==> src/rtl/udp_rx_frame_assembler.sv <==
`default_nettype none
`timescale 1ns/1ps
// ============================================================================
// Module   : udp_rx_frame_assembler
// Purpose  : Assembles one UDP datagram (header words + payload bytes),
//            filters on destination port, checks length and MSGID, and on
//            success latches payload/sender info and rearms a link watchdog.
// Revision : 1.0 - initial release
// ============================================================================
module udp_rx_frame_assembler #(
  parameter int          BUFFER_SIZE = 80,
  parameter logic [31:0] MSGID       = 32'h74697277,
  parameter logic [15:0] UDP_PORT    = 16'd2390,
  parameter logic [31:0] TIMEOUT     = 32'd4800000
) (
  input  logic                   clk50m,
  input  logic                   rst,
  input  logic                   head_av_i,
  output logic                   head_rdy_o,
  input  logic [31:0]            head_i,
  input  logic                   data_av_i,
  input  logic [7:0]             data_i,
  output logic [BUFFER_SIZE-1:0] rx_data_o,
  output logic                   rx_valid_o,
  output logic [31:0]            src_ip_o,
  output logic [15:0]            src_port_o,
  output logic                   pkg_timeout_o,
  output logic [7:0]             err_count_o
);

  localparam logic [7:0] c_nbytes = 8'(BUFFER_SIZE / 8);
  localparam logic [7:0] c_wait_max = 8'hFF;

  typedef enum logic [2:0] {
    IDLE     = 3'd0,
    HDR_IP   = 3'd1,
    HDR_SKIP = 3'd2,
    HDR_PORT = 3'd3,
    PAYLOAD  = 3'd4,
    CHECK    = 3'd5,
    DISCARD  = 3'd6
  } state_t;

  state_t                 r_state;
  state_t                 w_state_nxt;
  logic [BUFFER_SIZE-1:0] r_shift;
  logic [7:0]             r_cnt;
  logic [7:0]             r_wait;
  logic                   r_seen;
  logic [31:0]            r_ip_sh;
  logic [15:0]            r_port_sh;
  logic [31:0]            r_wdog;
  logic [31:0]            w_wdog_nxt;
  logic                   w_frame_ok;
  logic                   w_err_inc;
  logic                   w_head_rdy;

  // State register.
  always_ff @(posedge clk50m or negedge rst) begin
    if (!rst) r_state <= IDLE;
    else      r_state <= w_state_nxt;
  end

  // Next-state logic, header handshake, frame verdict and error strobe.
  always_comb begin
    w_state_nxt = r_state;
    w_head_rdy  = 1'b0;
    w_frame_ok  = 1'b0;
    w_err_inc   = 1'b0;
    case (r_state)
      IDLE: begin
        if (head_av_i) begin
          w_head_rdy  = 1'b1;
          w_state_nxt = HDR_IP;
        end
      end
      HDR_IP:   w_state_nxt = HDR_SKIP;
      HDR_SKIP: w_state_nxt = HDR_PORT;
      HDR_PORT: w_state_nxt = (head_i[15:0] == UDP_PORT) ? PAYLOAD : DISCARD;
      PAYLOAD: begin
        if (!data_av_i) begin
          if (r_cnt != 8'd0) begin
            w_state_nxt = CHECK;
          end else if (r_wait == c_wait_max) begin
            w_err_inc   = 1'b1;
            w_state_nxt = IDLE;
          end
        end
      end
      CHECK: begin
        w_frame_ok  = (r_cnt == c_nbytes) &&
                      (r_shift[BUFFER_SIZE-1:BUFFER_SIZE-32] == MSGID);
        w_err_inc   = !w_frame_ok;
        w_state_nxt = IDLE;
      end
      DISCARD: begin
        if (!data_av_i && (r_seen || r_wait == c_wait_max)) w_state_nxt = IDLE;
      end
      default: w_state_nxt = IDLE;
    endcase
    // Clear on a good frame beats the count-up.
    if (w_frame_ok)             w_wdog_nxt = 32'd0;
    else if (r_wdog < TIMEOUT)  w_wdog_nxt = r_wdog + 32'd1;
    else                        w_wdog_nxt = r_wdog;
  end

  assign head_rdy_o = w_head_rdy;

  // Payload shifting, byte count, idle-wait counter and header shadows.
  always_ff @(posedge clk50m or negedge rst) begin
    if (!rst) begin
      r_shift   <= '0;
      r_cnt     <= 8'd0;
      r_wait    <= 8'd0;
      r_seen    <= 1'b0;
      r_ip_sh   <= 32'd0;
      r_port_sh <= 16'd0;
    end else begin
      case (r_state)
        HDR_IP: r_ip_sh <= head_i;
        HDR_PORT: begin
          r_port_sh <= head_i[31:16];
          r_shift   <= '0;
          r_cnt     <= 8'd0;
          r_wait    <= 8'd0;
          r_seen    <= 1'b0;
        end
        PAYLOAD: begin
          if (data_av_i) begin
            r_shift <= {r_shift[BUFFER_SIZE-9:0], data_i};
            if (r_cnt != 8'hFF) r_cnt <= r_cnt + 8'd1;
          end else if (r_wait != c_wait_max) begin
            r_wait <= r_wait + 8'd1;
          end
        end
        DISCARD: begin
          if (data_av_i) begin
            r_seen <= 1'b1;
            r_wait <= 8'd0;
          end else if (r_wait != c_wait_max) begin
            r_wait <= r_wait + 8'd1;
          end
        end
        default: ;
      endcase
    end
  end

  // Output latch on a good frame, saturating reject counter.
  always_ff @(posedge clk50m or negedge rst) begin
    if (!rst) begin
      rx_data_o   <= '0;
      src_ip_o    <= 32'd0;
      src_port_o  <= 16'd0;
      rx_valid_o  <= 1'b0;
      err_count_o <= 8'd0;
    end else begin
      rx_valid_o <= w_frame_ok;
      if (w_frame_ok) begin
        rx_data_o  <= r_shift;
        src_ip_o   <= r_ip_sh;
        src_port_o <= r_port_sh;
      end
      if (w_err_inc && err_count_o != 8'hFF) err_count_o <= err_count_o + 8'd1;
    end
  end

  // Link watchdog and its registered timeout flag.
  always_ff @(posedge clk50m or negedge rst) begin
    if (!rst) begin
      r_wdog        <= TIMEOUT;
      pkg_timeout_o <= 1'b1;
    end else begin
      r_wdog        <= w_wdog_nxt;
      pkg_timeout_o <= (w_wdog_nxt >= TIMEOUT);
    end
  end

endmodule
`default_nettype wire

==> config.mk <==
export PLATFORM = sky130hd
export DESIGN_NAME = udp_rx_frame_assembler
export DESIGN_NICKNAME = d
export VERILOG_FILES = /design/src/rtl/udp_rx_frame_assembler.sv
export SDC_FILE = /design/constraint.sdc
export NUM_CORES = 1
export LEC_CHECK = 0
export BUFFER_PORTS_ARGS = -buffer_cell sky130_fd_sc_hd__buf_2
export CAP_MARGIN = 40
export CORE_MARGIN = 1
export CORE_UTILIZATION = 33
export CTS_CLUSTER_SIZE = 10
export DETAILED_ROUTE_END_ITERATION = 7
export PLACE_DENSITY = 0.62
export RECOVER_POWER = 50
export SYNTH_ARGS = -nofsm -noshare
export SYNTH_HDL_FRONTEND = slang
export SYNTH_SLANG_ARGS = --single-unit
export TNS_END_PERCENT = 20
==> constraint.sdc <==
create_clock -name clk50m -period 2.5 [get_ports clk50m]
set_input_delay 0 -clock clk50m [delete_from_list [all_inputs] [get_ports clk50m]]
set_output_delay 0 -clock clk50m [all_outputs]
set_load 0.005 [all_outputs]
==> metrics.md, run 1 <==
| Metric | Value |
|---|---|
| H-tree Lvls | 2 |
| Simple-gate portion of the synthesized area | 0.2419 |
| Vias in the first global route | between 9,000 and 10,000 |
| Via density | ~4.6 |
| I/O pins | about 180 |
| # diodes | 0 |
| Slew Limit Fails | just over 80 |
| Wire per inst | about 14 um |
| CTS sink cnt | roughly 320 |
| CTS tree | built |
| Leakage | between 8 and 9 nW |
| Max-slew headroom | -0.3854 |
| Count of final setup violators | 0 |
| Die area | between 30,000 and 40,000 um2 |
| Synth Instances | about 1,300 |
| Starting DRT DRC Count | between 400 and 500 |
| Area contributors post-synth | dfrtp_1 60%, nand2_1 15%, o21ai_0 3.6% |
| Detailed Routing Iterations Pass 1 | 4 |
| Critical Path Max Stage Delay | 0.55 ns |
| HPWL after DPL | 18.85 mm |
| Inserted Clock Buffers | 39 |
| Distinct cells, synth | between 50 and 60 |
| P&R area growth vs syn | 27.01% |
| Tmin final | between 2 and 2.5 ns |
| Seq/Total Area, Yosys | 0.6208 |
| Tcrit/Tclk final | 0.9525 |
| Final ANT Viol Nets | 0 |
| Register share of total power | 0.455 |
| Later-pin clock latency in the skew report | 0.54 ns |
| EDFF count, synth | 0 |
| Data required time of the worst path | just under 3 ns |
| Outcome | complete, but fails checks |
| Yosys Warn Count | 0 |
| Gr ovfl total | 0 |
| Min-Delay Path Class | primary input to register |
| Switching Fraction | 0.2749 |
| Setup repair after global routing missed its margin | no |
| I/O Buffers | 182 |
| Pwr dens | between 800 and 900 nW/um2 |
| Max-capacitance violation count | 1 |
| Yosys top cell by area | dfrtp_1 |
| Tot Pwr | between 10 and 15 mW |
| Drc violations | 0 |
| Height of the die | 199.2 um |
| Fraction of layout cells with a size suffix above 1 | 0.1925 |
| Clk network pwr share | 0.387 |
| Main combinational cell family by area after synthesis | simple AND/OR/NAND/NOR gates |
| GRT Util Overall | 0.1525 |
| Synth Area per Inst | a little under 10 um2 |
| Die Wd | 199.2 um |
| Compound-gate portion of the synthesized area | 0.05370 |
| Final Util | 0.4298 |
| Internal power | approximately 9.5 mW |
| GP Congestion | ~0.81 |
| Post-Route WL | between 20 and 30 mm |
| Crit path max fanout | 2 |
| Maximum clock insertion buffer count | 3 |
| Final hold vios | 0 |
| Min Hold Slack | 0.2051 ns |
| Dominant synthesized flop cell | dfrtp_1 |
| Post-synthesis adder-cell area fraction | 0.005848 |
| Crit. End Element | register |
| Final Skew | ~0.018 ns |
| Slowest library cell on the worst path | dfstp_2 |
| CTS clk-pin slew, worst paths | approximately 0.05 ns |
| CP Data Arrival Time | 2.85 ns |
| Syn_nets | between 1,000 and 1,500 |
| Initial antenna violation count | 0 |
| Tightest Pin Transition | a little over 2 ns |
| Net Switching | about 3.6 mW |
| Cell Chain, Critical Path | nand3_2 -> nor4_4 -> and3_4 -> nor3b_2 -> o21a_2 -> or4b_1 -> a31o_1 -> a21oi_2 |
| Reg2reg setup slack | roughly 0.12 ns |
| Failing checks | max-capacitance violations, max-slew violations |
| CORE AREA | about 38,000 um2 |
| Post-synthesis mux area share | 0.03216 |
| Global-route wire length before repair | slightly below 50 mm |
| Cell Rows | roughly 70 |
| Yosys reg bits | 318 |
| Combinational share of power | 0.158 |
| Vias post-DR | approximately 9,700 |
| Net count, final | 1,613 |
| Fmax | between 400 and 500 MHz |
| Setup crit start kind | register |
| Largest net degree at the start of global routing | 161 |
| WS Path Type | register to register |
| Synth Area in XOR/XNOR | 0.02320 |
| Root buf cell | clkbuf_16 |
| Synth Cell Area | 12,840 um2 |
| Post-synth top area share | 0.6023 |
| Async SR Flop Fraction | 1.000 |
| Initial core utilization | 0.3384 |
| Max VDD drop | 462.1 uV |
[cell type report]
class                   instances  area, um2
clock inverters                 6      70.07
multi-input cells             915       4643
well taps                     511      639.4
flip-flops and latches        318       7969
clock buffers                  51       1062
inverters                       6      22.52
fillers                      3711      21630
repair buffers                283       1898
[per-layer routing]
| metal | global-route usage | part of all wire |
|---|---|---|
| met5 | 0 | 0 |
| met2 | 0.2573 | 0.49 |
| met3 | 0.03409 | 0.048 |
| met1 | 0.1928 | 0.44 |
| met4 | 0.04986 | 0.017 |
[cell families after synthesis]
logic type | count (synthesis)
flip-flops | 318
AND/OR/NAND/NOR | 713
multiplexers | 37
buffers and inverters | 73
AO/OA/AOI/OAI | 125
adder cells (fa/ha/maj) | 6
XOR/XNOR | 34
[path summary, 6_finish.rpt]
check	startpoint	to	cells after the start
max in group asynchronous	rst	r_ip_sh[30]	3
hold / removal	head_i[25]	r_port_sh[9]	4
hold reg to reg	rx_data_o[30]	rx_data_o[30]	2
min in group asynchronous	rst	src_ip_o[15]	2
setup / recovery	r_wdog[13]	pkg_timeout_o	8
setup reg to reg	r_wdog[13]	pkg_timeout_o	8
[power by group through the flow]
stage | combinational, mW | clock, mW | sequential, mW
2_1_floorplan | 1.38 | 0 | 5.98
5_1_grt | 2.34 | 5.47 | 6.06
3_3_place_gp | 1.99 | 0 | 6.04
6_report | 2.08 | 5.09 | 5.99
3_5_place_dp | 2.04 | 0 | 6.07
4_1_cts | 2.11 | 5.27 | 5.99
[registers in the layout (all words and copies together), names as in the netlist]
register,cells
r_port_sh,16
r_seen,1
src_port_o,16
r_cnt,8
rx_valid_o,1
r_state,3
r_shift,80
pkg_timeout_o,1
rx_data_o,80
err_count_o,8
r_wdog,32
r_ip_sh,32
r_wait,8
src_ip_o,32
[worst max-delay path: cells and delay by family, from the launching register on]
kind             cells  cell delay (ns)
AO/OA/AOI/OAI        3             0.49
flip-flops           1             0.55
AND/OR/NAND/NOR      5             1.27
[Yosys cell counts, drive strengths merged, types with 11 or more instances]
cell type / count
and2: 25
mux2: 34
nand2b: 23
xor2: 20
nand2: 528
nor2: 46
o21ai: 93
dfrtp: 309
xnor2: 14
clkbuf: 58
and3: 11
a21oi: 15
nand3: 28
nand4: 12
[per-stage QoR]
| stage | setup slack, ns | setup TNS (ns) | std cells | cell area (um2) |
|---|---|---|---|---|
| 2_1_floorplan | 0.1362 | 0 | 1306 | 12840 |
| 3_3_place_gp | -0.004775 | -0.004775 | 1986 | 14720 |
| 3_5_place_dp | -0.1014 | -4.149 | 1986 | 14720 |
| 4_1_cts | 0.005270 | 0 | 2090 | 16360 |
| 5_1_grt | 0.01226 | 0 | 2090 | 16300 |
| 6_report | 0.1188 | 0 | 2090 | 16300 |
[cell usage in the layout, fill, tap and decap left out, types with 4 or more instances in the layout]
cell type        n
buf_4           39
dfstp_2          9
a21oi_1         13
nand4b_1         4
o21ai_0         91
buf_2          133
dfrtp_1        309
clkbuf_1        59
mux2_2          34
or4bb_1          4
a41oi_1          4
xor2_1          20
and3_1          10
nor2_1          41
and2_1          24
ha_1             6
dlygate4sd3_1   44
clkbuf_16       40
nand2b_1        23
xnor2_1         14
nand4_1         12
inv_1            4
nand3_1         25
nor3_1           9
buf_12          12
nand2_1        528
[timing repair]
item | CTS | global route
hold buffers | 44 | 0
buffers inserted | 2 | 0
endpoints found under the setup margin | 83 | 148
endpoints found under the hold margin | 196 | 0
gates cloned | 1 | 0
gates resized for setup | 5 | 9
pin swaps | 0 | 4
Power figures use the tool's default switching activity.
==> run 2, diff against run 1 <==
--- a/config.mk
+++ b/config.mk
@@ -7,11 +7,13 @@
 export LEC_CHECK = 0
 export BUFFER_PORTS_ARGS = -buffer_cell sky130_fd_sc_hd__buf_2
 export CAP_MARGIN = 40
+export CELL_PAD_IN_SITES_DETAIL_PLACEMENT = 0
+export CELL_PAD_IN_SITES_GLOBAL_PLACEMENT = 1
 export CORE_MARGIN = 1
 export CORE_UTILIZATION = 33
 export CTS_CLUSTER_SIZE = 10
 export DETAILED_ROUTE_END_ITERATION = 7
-export PLACE_DENSITY = 0.62
+export PLACE_DENSITY = 0.74
 export RECOVER_POWER = 50
 export SYNTH_ARGS = -nofsm -noshare
 export SYNTH_HDL_FRONTEND = slang
==> run 2 against run 1 <==
Against the previous run:
- the flow still finishes with violations (max-capacitance violations, max-slew violations)
- worst setup slack got worse by 0.085 ns
- sequential power hardly changed
- design area down 0.37%
- clock skew increased by 0.0068 ns
- final cell count shrank 0.24%
- global-route usage down 0.11 points
- die area is the same
- flip-flop and latch count unchanged
- sequential share of layout area grew 0.18 points
- critical path depth is the same
- combinational power shrank 2%
- maximum frequency down 3.5%
- critical path type unchanged
- largest cell class unchanged
- largest power group unchanged
==> metrics.md, run 2 (same netlist as run 1, synthesis figures left out) <==
| Metric | Value |
|---|---|
| Slowest library cell on the worst path | or3_4 (was dfstp_2) |
| CORE AREA | 37,930 um2 (unchanged) |
| Setup crit start kind | register (unchanged) |
| Wire per inst | 14.31 um (was 14.12 um) |
| Inserted Clock Buffers | 39 (unchanged) |
| Tot Pwr | 13.15 mW (was 13.16 mW) |
| Cell Chain, Critical Path | nor4_2 -> nand3_2 -> or3_4 -> nor3b_2 -> o21a_2 -> or4b_1 -> a31o_1 -> a21oi_2 (was nand3_2 -> nor4_4 -> and3_4 -> nor3b_2 -> o21a_2 -> or4b_1 -> a31o_1 -> a21oi_2) |
| Outcome | complete, but fails checks (unchanged) |
| P&R area growth vs syn | 26.54% (was 27.01%) |
| Final worst slack | 0.03337 ns (was 0.1188 ns) |
| Fmax | 405.4 MHz (was 419.9 MHz) |
| Max VDD drop | 670.8 uV (was 462.1 uV) |
| Setup total negative slack | 0 ns (unchanged) |
| Min-Delay Path Class | primary input to register (unchanged) |
| Reg2reg setup slack | 0.03 ns (was 0.12 ns) |
| Global-route wire length before repair | 48.75 mm (was 48.80 mm) |
| Leakage | 8.022 nW (was 8.141 nW) |
| Max-capacitance violation count | 1 (unchanged) |
| Gr ovfl total | 0 (unchanged) |
| R2r startpoint | r_wdog[30] (was r_wdog[13]) |
| Post-Place Setup Slack | -0.06209 ns (was -0.1014 ns) |
| Via density | 4.608 (was 4.623) |
| Largest net degree at the start of global routing | 161 (unchanged) |
| Final hold vios | 0 (unchanged) |
| Fraction of layout cells with a size suffix above 1 | 0.1804 (was 0.1925) |
| I/O Buffers | 182 (unchanged) |
| Crit. End Element | register (unchanged) |
| Largest regs | r_shift x80, rx_data_o x80 (unchanged) |
| Worst hold start | head_i[26] (was head_i[25]) |
| Worst R2R End | pkg_timeout_o (unchanged) |
| I/O pins | 183 (unchanged) |
| Initial antenna violation count | 0 (unchanged) |
| Final Skew | 0.02451 ns (was 0.01770 ns) |
| HPWL after DPL | 18.84 mm (was 18.85 mm) |
| Slew Limit Fails | 81 (was 83) |
| Later-pin clock latency in the skew report | 0.55 ns (was 0.54 ns) |
| Max-slew headroom | -0.3560 (was -0.3854) |
| CP Data Arrival Time | 2.93 ns (was 2.85 ns) |
| Critical Path Max Stage Delay | 0.44 ns (was 0.55 ns) |
| Vias in the first global route | 9,566 (was 9,677) |
| Tmin final | 2.467 ns (was 2.381 ns) |
| Cell Rows | 71 (unchanged) |
| Vias post-DR | 9,608 (was 9,663) |
| CTS clk-pin slew, worst paths | 0.05 ns (about the same) |
| Detailed Routing Iterations Pass 1 | 5 (was 4) |
| Data required time of the worst path | 2.96 ns (was 2.97 ns) |
| Drc violations | 0 (unchanged) |
| Post-Route WL | 29.84 mm (was 29.51 mm) |
| Maximum clock insertion buffer count | 3 (unchanged) |
| Height of the die | 199.2 um (unchanged) |
| Setup repair after global routing missed its margin | yes (was no) |
| Crit path max fanout | 4 (was 2) |
| WS Path Type | register to register (unchanged) |
| GP Congestion | 0.8239 (was 0.8142) |
| Commonest non-fill, non-tap cell in the layout | nand2_1 (unchanged) |
| CTS tree | built (unchanged) |
| Failing checks | max-capacitance violations, max-slew violations (unchanged) |
| Count of final setup violators | 0 (unchanged) |
| Die Wd | 199.2 um (unchanged) |
| Post-CTS setup buffer count | 0 (was 2) |
| End of the worst hold path | r_port_sh[10] (was r_port_sh[9]) |
| Net count, final | 1,613 (unchanged) |
| Commonest non-fill, non-tap cells in the layout | 528 x nand2_1, 309 x dfrtp_1, 111 x buf_2, 92 x o21ai_0, 73 x clkbuf_1 (was 528 x nand2_1, 309 x dfrtp_1, 133 x buf_2, 91 x o21ai_0, 59 x clkbuf_1) |
| Initial core utilization | 0.3384 (unchanged) |
| CTS sink cnt | 318 (unchanged) |
| # diodes | 0 (unchanged) |
| R2R depth | 8 (unchanged) |
| Pwr dens | 809.8 nW/um2 (was 806.9 nW/um2) |
| H-tree Lvls | 2 (unchanged) |
| Hold depth | 4 (unchanged) |
| Die area | 39,690 um2 (unchanged) |
| Tcrit/Tclk final | 0.9867 (was 0.9525) |
| Root buf cell | clkbuf_16 (unchanged) |
| GRT Util Overall | 0.1514 (was 0.1525) |
| Starting DRT DRC Count | 521 (was 402) |
| Final ANT Viol Nets | 0 (unchanged) |
| Tightest Pin Transition | 2.034 ns (was 2.078 ns) |
run 2: changes by cell type in the layout (fill, tap and decap cells not counted), sizes merged:
cell and change:
clkbuf +19, buf -22, bufbuf -1, bufinv -1
run 2: area by class of cell:
cell class              instances  area, um2
clock buffers                  47       1056
clock inverters                 5      93.84
fillers                      3703      21690
inverters                       6      22.52
multi-input cells             915       4641
flip-flops and latches        318       7969
well taps                     511      639.4
repair buffers                283       1823
run 2: critical path: cells and delay by family, from the launching register on:
family | cells | cell delay, ns
flops | 1 | 0.39
compound gates | 3 | 0.50
simple gates | 5 | 1.50
run 2: power breakdown:
group / internal (mW) / total, mW / switching [mW]
sequential: 5.68 / 5.99 / 0.313
clock: 2.99 / 5.12 / 2.13
combinational: 0.795 / 2.04 / 1.25
run 2: through the flow:
stage / std cells / instance area [um2] / util / hold WS [ns]
after floorplan: 1306 / 12840 / - / -0.2956
after global placement: 1988 / 14710 / 0.3879 / 0.03734
after detailed placement: 1988 / 14710 / 0.3879 / 0.03842
after CTS: 2084 / 16300 / 0.4298 / 0.05353
after global routing: 2085 / 16240 / 0.4282 / 0.2308
final: 2085 / 16240 / 0.4282 / 0.2123
run 2: layer usage:
layer | part of all wire | vias up | wire (um) | GRT usage
li1 | - | 4741 | - | -
met1 | 0.45 | 4644 | 13290 | 0.1978
met2 | 0.48 | 180 | 14410 | 0.2491
met3 | 0.052 | 43 | 1563 | 0.03527
met4 | 0.019 | 0 | 579 | 0.04473
met5 | 0 | - | 0 | 0
run 2: worst max-delay path by stage:
stage	start	endpoint	slack (ns)	cells past startpoint
4_1_cts	r_wdog[30]	pkg_timeout_o	0.02	8
3_5_place_dp	r_cnt[0]	err_count_o[1]	-0.06	7
5_1_grt	r_wdog[30]	pkg_timeout_o	-0.04	8
2_1_floorplan	r_wdog[11]	pkg_timeout_o	0.14	9
6_report	r_wdog[30]	pkg_timeout_o	0.03	8
3_3_place_gp	r_cnt[2]	err_count_o[1]	-0.05	6
run 2: repair_timing:
item,in CTS,in global routing
hold buffers,44,0
endpoints found under the setup margin,4,152
resized for setup,1,7
pin swaps,0,2
gates cloned,0,1
hold endpoints to repair,259,0
